[src/rtl/ex_mem_reg.sv]
// EX/MEM pipeline register: captures EX results and control with stall/flush/valid,
// and produces MEM-stage forwarding data, hit flags and load-use detection toward ID.
module ex_mem_reg #(
    parameter int CNT_W = 16
) (
    input  logic             clk,
    input  logic             rst,
    input  logic             stall,
    input  logic             flush,
    input  logic             cnt_clr,
    input  logic             valid_i,
    input  logic [1:0]       wd_sel_i,
    input  logic             rf_we_i,
    input  logic             dram_we_i,
    input  logic [31:0]      alu_c_i,
    input  logic [31:0]      rd2_i,
    input  logic [31:0]      wD_i,
    input  logic [4:0]       wR_i,
    input  logic [4:0]       id_rs1,
    input  logic [4:0]       id_rs2,
    output logic             valid_o,
    output logic [1:0]       wd_sel_o,
    output logic             rf_we_o,
    output logic             dram_we_o,
    output logic [31:0]      alu_c_o,
    output logic [31:0]      rd2_o,
    output logic [31:0]      wD_o,
    output logic [4:0]       wR_o,
    output logic [31:0]      fwd_val_o,
    output logic             fwd1_hit,
    output logic             fwd2_hit,
    output logic             load_use,
    output logic [CNT_W-1:0] stall_cnt,
    output logic [CNT_W-1:0] flush_cnt
);

    localparam logic [1:0] WD_ALU  = 2'd0;
    localparam logic [1:0] WD_DRAM = 2'd1;
    localparam logic [1:0] WD_WD   = 2'd2;
    localparam logic [1:0] WD_RSVD = 2'd3;

    localparam logic [CNT_W-1:0] CNT_MAX = '1;

    // Pipeline registers. Priority: rst > flush > stall > load.
    always_ff @(posedge clk) begin
        if (rst || flush) begin
            valid_o   <= 1'b0;
            wd_sel_o  <= WD_ALU;
            rf_we_o   <= 1'b0;
            dram_we_o <= 1'b0;
            alu_c_o   <= '0;
            rd2_o     <= '0;
            wD_o      <= '0;
            wR_o      <= '0;
        end else if (!stall) begin
            valid_o   <= valid_i;
            wd_sel_o  <= wd_sel_i;
            rf_we_o   <= rf_we_i & valid_i;
            dram_we_o <= dram_we_i & valid_i;
            alu_c_o   <= alu_c_i;
            rd2_o     <= rd2_i;
            wD_o      <= wD_i;
            wR_o      <= wR_i;
        end
    end

    // Saturating debug counters; a clear takes precedence over an increment.
    always_ff @(posedge clk) begin
        if (rst || cnt_clr) begin
            stall_cnt <= '0;
            flush_cnt <= '0;
        end else begin
            if (flush && (flush_cnt != CNT_MAX))
                flush_cnt <= flush_cnt + 1'b1;
            if (stall && !flush && (stall_cnt != CNT_MAX))
                stall_cnt <= stall_cnt + 1'b1;
        end
    end

    logic [1:0] wd_eff;
    logic       writes_rd;

    // The reserved writeback encoding behaves as an ALU result downstream.
    always_comb begin
        wd_eff    = (wd_sel_o == WD_RSVD) ? WD_ALU : wd_sel_o;
        writes_rd = valid_o & rf_we_o & (wR_o != 5'd0);
        fwd_val_o = (wd_eff == WD_WD) ? wD_o : alu_c_o;
        fwd1_hit  = writes_rd & (wR_o == id_rs1) & (wd_eff != WD_DRAM);
        fwd2_hit  = writes_rd & (wR_o == id_rs2) & (wd_eff != WD_DRAM);
        load_use  = writes_rd & (wd_eff == WD_DRAM) & ((wR_o == id_rs1) | (wR_o == id_rs2));
    end

endmodule
[config.mk]
export PLATFORM = sky130hd
export DESIGN_NAME = ex_mem_reg
export DESIGN_NICKNAME = d
export VERILOG_FILES = /design/src/rtl/ex_mem_reg.sv
export SDC_FILE = /design/constraint.sdc
export NUM_CORES = 1
export LEC_CHECK = 0
export BUFFER_PORTS_ARGS = -buffer_cell sky130_fd_sc_hd__buf_2
export CORE_MARGIN = 2
export CORE_UTILIZATION = 46
export DETAILED_ROUTE_END_ITERATION = 16
export HOLD_SLACK_MARGIN = 0.02
export PLACE_DENSITY = 0.93
export SLEW_MARGIN = 10
export SYNTH_ARGS = -nofsm -noshare
export SYNTH_HDL_FRONTEND = slang
export SYNTH_SLANG_ARGS = --single-unit
[constraint.sdc]
create_clock -name clk -period 2.51 [get_ports clk]
set_input_delay 0.502 -clock clk [delete_from_list [all_inputs] [get_ports clk]]
set_output_delay 0.502 -clock clk [all_outputs]
set_load 0.02 [all_outputs]
; After elaboration in Yosys (flattened, before gate mapping)
; Cells that the tools add are included.
[totals]
ff_bits = 138
output_inout_bits = 173
elab_cells = 40
[classes]
n_addsub = 2
n_eq_ne = 8
mux = 2
n_bitwise = 11
reduce_logical = 7
[op_table]
columns = op, count
row1 = "adder 16 x 1 -> 16 bit, second input constant", 2
row2 = 2-to-1 mux 32 bit, 1
row3 = "inequality test 16 bit, second input constant", 2
row4 = bitwise AND 1 bit, 10
row5 = equality test 5 bit, 2
row6 = nonzero test 5 bit, 1
row7 = "equality test 2 bit, second input constant", 2
row8 = logical AND 1 bit, 3
row9 = "equality test 2 x 1 -> 1 bit, second input constant", 1
row10 = logical OR 1 bit, 2
row11 = 2-to-1 mux 2 bit, 1
row12 = "inequality test 2 x 1 -> 1 bit, second input constant", 1
row13 = logical NOT 1 bit, 1
row14 = bitwise OR 1 bit, 1

; Depth between registers and ports, before layout
; Gate-level depths: netlist (run 1).
[depth]
depth_word = 5
depth_mapped = 6
depth_no_buf = 5

; Worst setup path after synthesis (run 1)
; No wires, ideal clock.
[synth_path]
kind = register to output
start = reg wd_sel_o[1]
end = out fwd_val_o[10]
arrival_time_ns = 1.582
slack_ns = 0.426
stages_incl_launch_ff = 5
cell_sequence = dfxtp_1 -> nor2b_1 -> clkbuf_1 -> buf_1 -> mux2_1
[synth_via]
elab_chain_cells = 4
[synth_lines]
columns = element, line
row1 = start: declaration, 22  ; output logic [1:0] wd_sel_o,
row2 = start signal: assignment, 57  ; wd_sel_o <= wd_sel_i;
row3 = equality test 2 bit, 85  ; wd_eff = (wd_sel_o == WD_RSVD) ? WD_ALU : wd_sel_o;
row4 = 2-to-1 mux 2 bit (*), 85
row5 = equality test 2 bit (*), 87  ; fwd_val_o = (wd_eff == WD_WD) ? wD_o : alu_c_o;
row6 = 2-to-1 mux 32 bit (*), 87
row7 = end: declaration, 29  ; output logic [31:0] fwd_val_o,
; Mark *: on every way between the ends. The rest lies on a longest branch, timed or not.

; Final worst setup path (run 1)
[layout_path]
start = reg wR_o[0]
end = out fwd1_hit
[layout_via]
elab_chain_cells = 4
elab_cells_between_ends = 5
[layout_lines]
columns = element, line
row1 = start: declaration, 28  ; output logic [4:0] wR_o,
row2 = start signal: assignment, 63  ; wR_o <= wR_i;
row3 = nonzero test 5 bit, 86  ; writes_rd = valid_o & rf_we_o & (wR_o != 5'd0);
row4 = bitwise AND 1 bit, 86
row5 = bitwise AND 1 bit (*) (2 in a row), 88  ; fwd1_hit = writes_rd & (wR_o == id_rs1) & (wd_eff != WD_DRAM);
row6 = end: declaration, 30  ; output logic fwd1_hit,
; Marked as above.

==> results of run 1 <==
state kept, by name, summed over array words and instances, names as in the netlist, 2 cells and up:
signal / flops
wd_sel_o: 2
rd2_o: 32
flush_cnt: 16
wR_o: 5
alu_c_o: 32
wD_o: 32
stall_cnt: 16
final timing paths:
check / from / endpoint / slack (ns)
max: wR_o[0] / fwd1_hit / 0.12
min: alu_c_i[10] / alu_c_o[10] / 0.33
max reg2reg: stall_cnt[0] / stall_cnt[0] / 0.53
min reg2reg: rd2_o[21] / rd2_o[21] / 0.49
stage by stage:
| stage | worst slack, ns | util | instances | instance area [um^2] | power, mW |
|---|---|---|---|---|---|
| floorplan | 0.426 | - | 597 | 5820 | 2.66 |
| global placement | 0.307 | 0.596 | 1033 | 7430 | 2.86 |
| detailed placement | 0.269 | 0.596 | 1033 | 7430 | 2.88 |
| CTS | 0.0793 | 0.646 | 1064 | 8050 | 5.46 |
| global route | 0.00203 | 0.646 | 1064 | 8050 | 5.62 |
| finish | 0.116 | 0.646 | 1064 | 8050 | 5.41 |
kinds of logic after synthesis:
kind of cell             Yosys count  synth area share
AO/OA/AOI/OAI                     60            0.0658
XOR/XNOR                          11            0.0166
adder cells (fa/ha/maj)            2           0.00430
buffers and inverters             42            0.0282
flip-flops                       138             0.475
multiplexers                     137             0.243
AND/OR/NAND/NOR                  207             0.167
synth_stat cells, drive strengths merged (4+ instances only):
cell type / count / area [um^2]
o21a: 4 / 30.0
o21ai: 12 / 60.1
dfxtp: 138 / 2760
a21oi: 19 / 95.1
buf: 20 / 81.3
o31ai: 9 / 67.6
and4: 5 / 43.8
clkbuf: 16 / 60.1
inv: 6 / 22.5
nand4: 10 / 62.6
mux2i: 105 / 1050
mux2: 32 / 360
nor2: 118 / 443
nand2: 16 / 60.1
or4: 9 / 67.6
a31oi: 4 / 25.0
nand3: 14 / 70.1
xnor2: 4 / 35.0
nor4: 4 / 31.3
nor3: 7 / 35.0
xor2: 7 / 61.3
or3: 10 / 62.6
power by group:
group	switching [mW]	internal [mW]	leakage [nW]
registers	0.0452	2.25	1.12
logic	0.303	0.240	2.64
clock network	0.895	1.68	0.299
timing repair:
item                                    in CTS  in global routing
endpoints found under the setup margin       0                  6
gates resized for setup                      0                  1
hold buffers                                 0                  0
cell type report:
cell class	instances	area (um^2)
multi-input combinational	417	2890
sequential	138	2760
inverter	6	22.5
tap	172	215
timing repair buffer	300	1540
clock inverter	12	173
clock buffer	19	443
fill	950	4410
cell usage in the layout (no fill, tap or decap), types with 7 or more instances in the layout:
master	n
buf_2	292
dfxtp_1	138
nor2_1	118
mux2i_1	105
a21oi_1	19
mux2_1	18
clkbuf_16	17
nand2_1	16
mux2_2	14
nand3_1	14
or3_1	10
nand4_1	10
or4_1	9
o31ai_1	9
xor2_1	7
nor3_1	7
o21ai_0	7
critical path, stage by stage (launching register included):
cell,delay (ns)
dfxtp_1,0.36
or4_1,0.53
o211ai_1,0.23
nand2b_1,0.16
nor2_1,0.05
buf_2,0.16
routing by layer:
layer	up-vias	part of all wire	GRT usage
met5	-	0	0
met4	0	0.024	0.0897
met3	35	0.075	0.0794
met2	253	0.50	0.400
met1	2594	0.40	0.272
li1	2674	-	-
==> reports/metrics.cfg, run 1 <==
[outcome]
outcome=finished clean

[sta]
rsz0062_at_grt=no
period_needed_ns=2.39
relSlewSlack=0.315
drv_slew=0
worst_hold_slack_ns=0.330
hold_viol=0
min_period_over_period=0.954
fin_setup_tns_ns=0
fmax_mhz=418
setup_violations=0
fin_skew_ns=0.00801
worst_pin_slew_ns=1.03

[critical_path]
worst_ep_arrival_time_ns=1.89
required_ns=2.01
start_kind=flop
reg2reg_depth=5
crit_type=flop to output pin
endpoint_kind=output pin
crit_fanout=5

[routing]
wl_per_cell_um=15.8
viasPerCell=5.22
drt_wl_total_mm=16.8
drt-initial-drc-count=342
ant_nets=0
via_count=5556
drtPass1Iterations=5
drcViolationCount=0

[clocking]
cts_buffer_depth=2
clockRootBuffer=clkbuf_16
htree_levels=4
cts_setup_buffers=0
cts_tree=done
clk_pin_slew_worst_paths_ns=0.06
numCtsBuffers=17
clk_latency_ns=0.40
clkSinkCount=138

[logic_synthesis]
ys_ff_latch=138
ys_warn_count=0
ys_seq_area_frac=0.475
syn_nets=720
synthFlopType=dfxtp_1
syn_area_um2=5820
ys_async_sr_fraction=0
synth.avg_cell_area_um2=9.74
synth-edff-count=0
synth.distinct_cells=44
synthCells=597

[floorplanning]
start_util=0.467
core-area_um2=12500
die_h_um=116
row_count=41
dieArea_um2=13600
die_w_um=116
io_pins=294

[global_routing]
grt_first_pass_wirelength_mm=25.1
grt_overflow=0
grt_usage=0.234
grt_max_degree=65
first_global_vias=5201
antenna_found_initial=0

[run]
drv_cap=0

[placement]
portBuffers=293
place.gp.congestion=0.868
dp_hpwl_mm=12.5

[final_layout]
layout-area-overhead-vs-synth_pct=38.4
diodes=0
nNetsFinal=1003
drive_above_1_share=0.391

[power]
peakVddDrop_mv=0.419
powerDensity_nw_per_um2=672
p_leak_nw=4.06

[worst_hold_path]
hp-class=input pin to flop
holdPathStages=3

Power figures use the tool's default switching activity.
==> inputs of run 2 (changes only) <==
--- a/config.mk
+++ b/config.mk
@@ -7,10 +7,11 @@
 export LEC_CHECK = 0
 export BUFFER_PORTS_ARGS = -buffer_cell sky130_fd_sc_hd__buf_2
 export CORE_MARGIN = 2
-export CORE_UTILIZATION = 46
+export CORE_UTILIZATION = 42
 export DETAILED_ROUTE_END_ITERATION = 16
 export HOLD_SLACK_MARGIN = 0.02
-export PLACE_DENSITY = 0.93
+export MAX_ROUTING_LAYER = met4
+export PLACE_DENSITY = 0.87
 export SLEW_MARGIN = 10
 export SYNTH_ARGS = -nofsm -noshare
 export SYNTH_HDL_FRONTEND = slang
==> run 2 against run 1 <==
Net effect:
- largest power group unchanged
- first-iteration DRC count increased by 18%
- sequential power hardly changed
- die area grew 9.2%
==> reports/metrics.cfg, run 2 (same netlist as run 1, synthesis figures left out) <==
[sta]
setup_violations=0
min_period_over_period=0.961
period_needed_ns=2.41
setup_slack_ns=0.0972
worst_hold_slack_ns=0.325
relSlewSlack=0.401
fin_skew_ns=0.00499
drv_slew=0
hold_viol=0
worst_pin_slew_ns=0.899
fmax_mhz=414

[floorplanning]
core-area_um2=13400
start_util=0.434
dieArea_um2=14800
die_h_um=122
row_count=42
io_pins=294
die_w_um=122

[placement]
place_area_um2=7460
place_worst_setup_slack_ns=0.281
dp_cells=1038
place.gp.congestion=0.853
dp_hpwl_mm=12.4
portBuffers=293

[global_routing]
grt_max_degree=109
first_global_vias=5127
use_met2=0.387
grt_overflow=0
met1_usage=0.259
busiest_layer=met2
antenna_found_initial=0
grt_usage=0.226
use_met3=0.0543
grt_first_pass_wirelength_mm=25.5

[routing]
drtPass1Iterations=6
drt_wl_total_mm=17.0
viasPerCell=5.19
wl_per_cell_um=15.9
drcViolationCount=0
ant_nets=0
drt-initial-drc-count=405
via_count=5544

[power]
p_leak_nw=4.06
peakVddDrop_mv=0.449
powerDensity_nw_per_um2=654

[final_layout]
diodes=0
mostFrequentLayoutCells=291 x buf_2, 136 x dfxtp_1, 117 x nor2_1
design_area_um2=8070
layout-area-overhead-vs-synth_pct=38.8
nNetsFinal=1005
stdcell_count=1068
layout_commonest_cell=buf_2
postLayoutCoreUtil=0.602
drive_above_1_share=0.396
top_regs=alu_c_o (32), rd2_o (32), wD_o (32)
num-fill-cells=1149

[clocking]
clkSinkCount=138
htree_levels=4
cts_hold_buf=0
cts_tree=done
clk_pin_slew_worst_paths_ns=0.06
cts_buffer_depth=2
clk_latency_ns=0.41
clockRootBuffer=clkbuf_16
numCtsBuffers=17

[critical_path]
required_ns=2.01
worst_ep_arrival_time_ns=1.91
cp_slowest_stage_delay_ns=0.51
start_kind=flop
endpoint_kind=output pin
crit_type=flop to output pin
cp_slowest_cell=or4_1
crit_fanout=5
path_cells=or4_1, o211ai_1, nand2b_4, nor2_2, buf_4

[outcome]
outcome=finished clean

[worst_hold_path]
hp-class=input pin to flop

[run]
drv_cap=0

-- run 2: routing by layer --
layer	share of wire	routed length (um)
met1	0.41	6930
met2	0.52	8860
met3	0.054	923
met4	0.017	291
met5	0	0
-- run 2: repair_timing --
action	in CTS	in global routing
endpoints found under the hold margin	0	0
setup buffers	0	1
gates resized for setup	0	8
endpoints found under the setup margin	0	2
-- run 2: report_power, final --
part | switching, mW | internal, mW
Sequential | 0.0443 | 2.25
Clock | 0.887 | 1.55
Combinational | 0.306 | 0.244
Total | 1.24 | 4.04
-- run 2: final cells by class --
class	instances	area, um^2	area share
multi-input combinational	417	2910	0.360
sequential	138	2770	0.343
timing repair buffer	302	1570	0.195
clock inverter	7	92.6	0.0115
tap	176	220	0.0273
inverter	6	22.5	0.00279
clock buffer	22	484	0.0600
-- run 2: critical path: cells and delay by family (launching register included) --
family                 cells  cell delay (ns)
DFF                        1             0.36
AOI/OAI and AO/OA          1             0.25
buffers and inverters      1             0.15
and+or+nand+nor            3             0.74
-- run 2: final timing paths --
check | startpoint | end | slack, ns | cells after the start
worst max register to register | flush_cnt[0] | flush_cnt[10] | 0.55 | 5
worst min register to register | rd2_o[15] | rd2_o[15] | 0.49 | 2
worst max-delay path | wR_o[1] | fwd1_hit | 0.1 | 5
worst min-delay path | rd2_i[24] | rd2_o[24] | 0.32 | 3
-- run 2: per-stage QoR --
step           total power [mW]  TNS (ns)
2_1_floorplan              2.66         0
3_3_place_gp               2.87         0
3_5_place_dp               2.88         0
4_1_cts                    5.32         0
5_1_grt                    5.46  -0.00147
6_report                   5.28         0
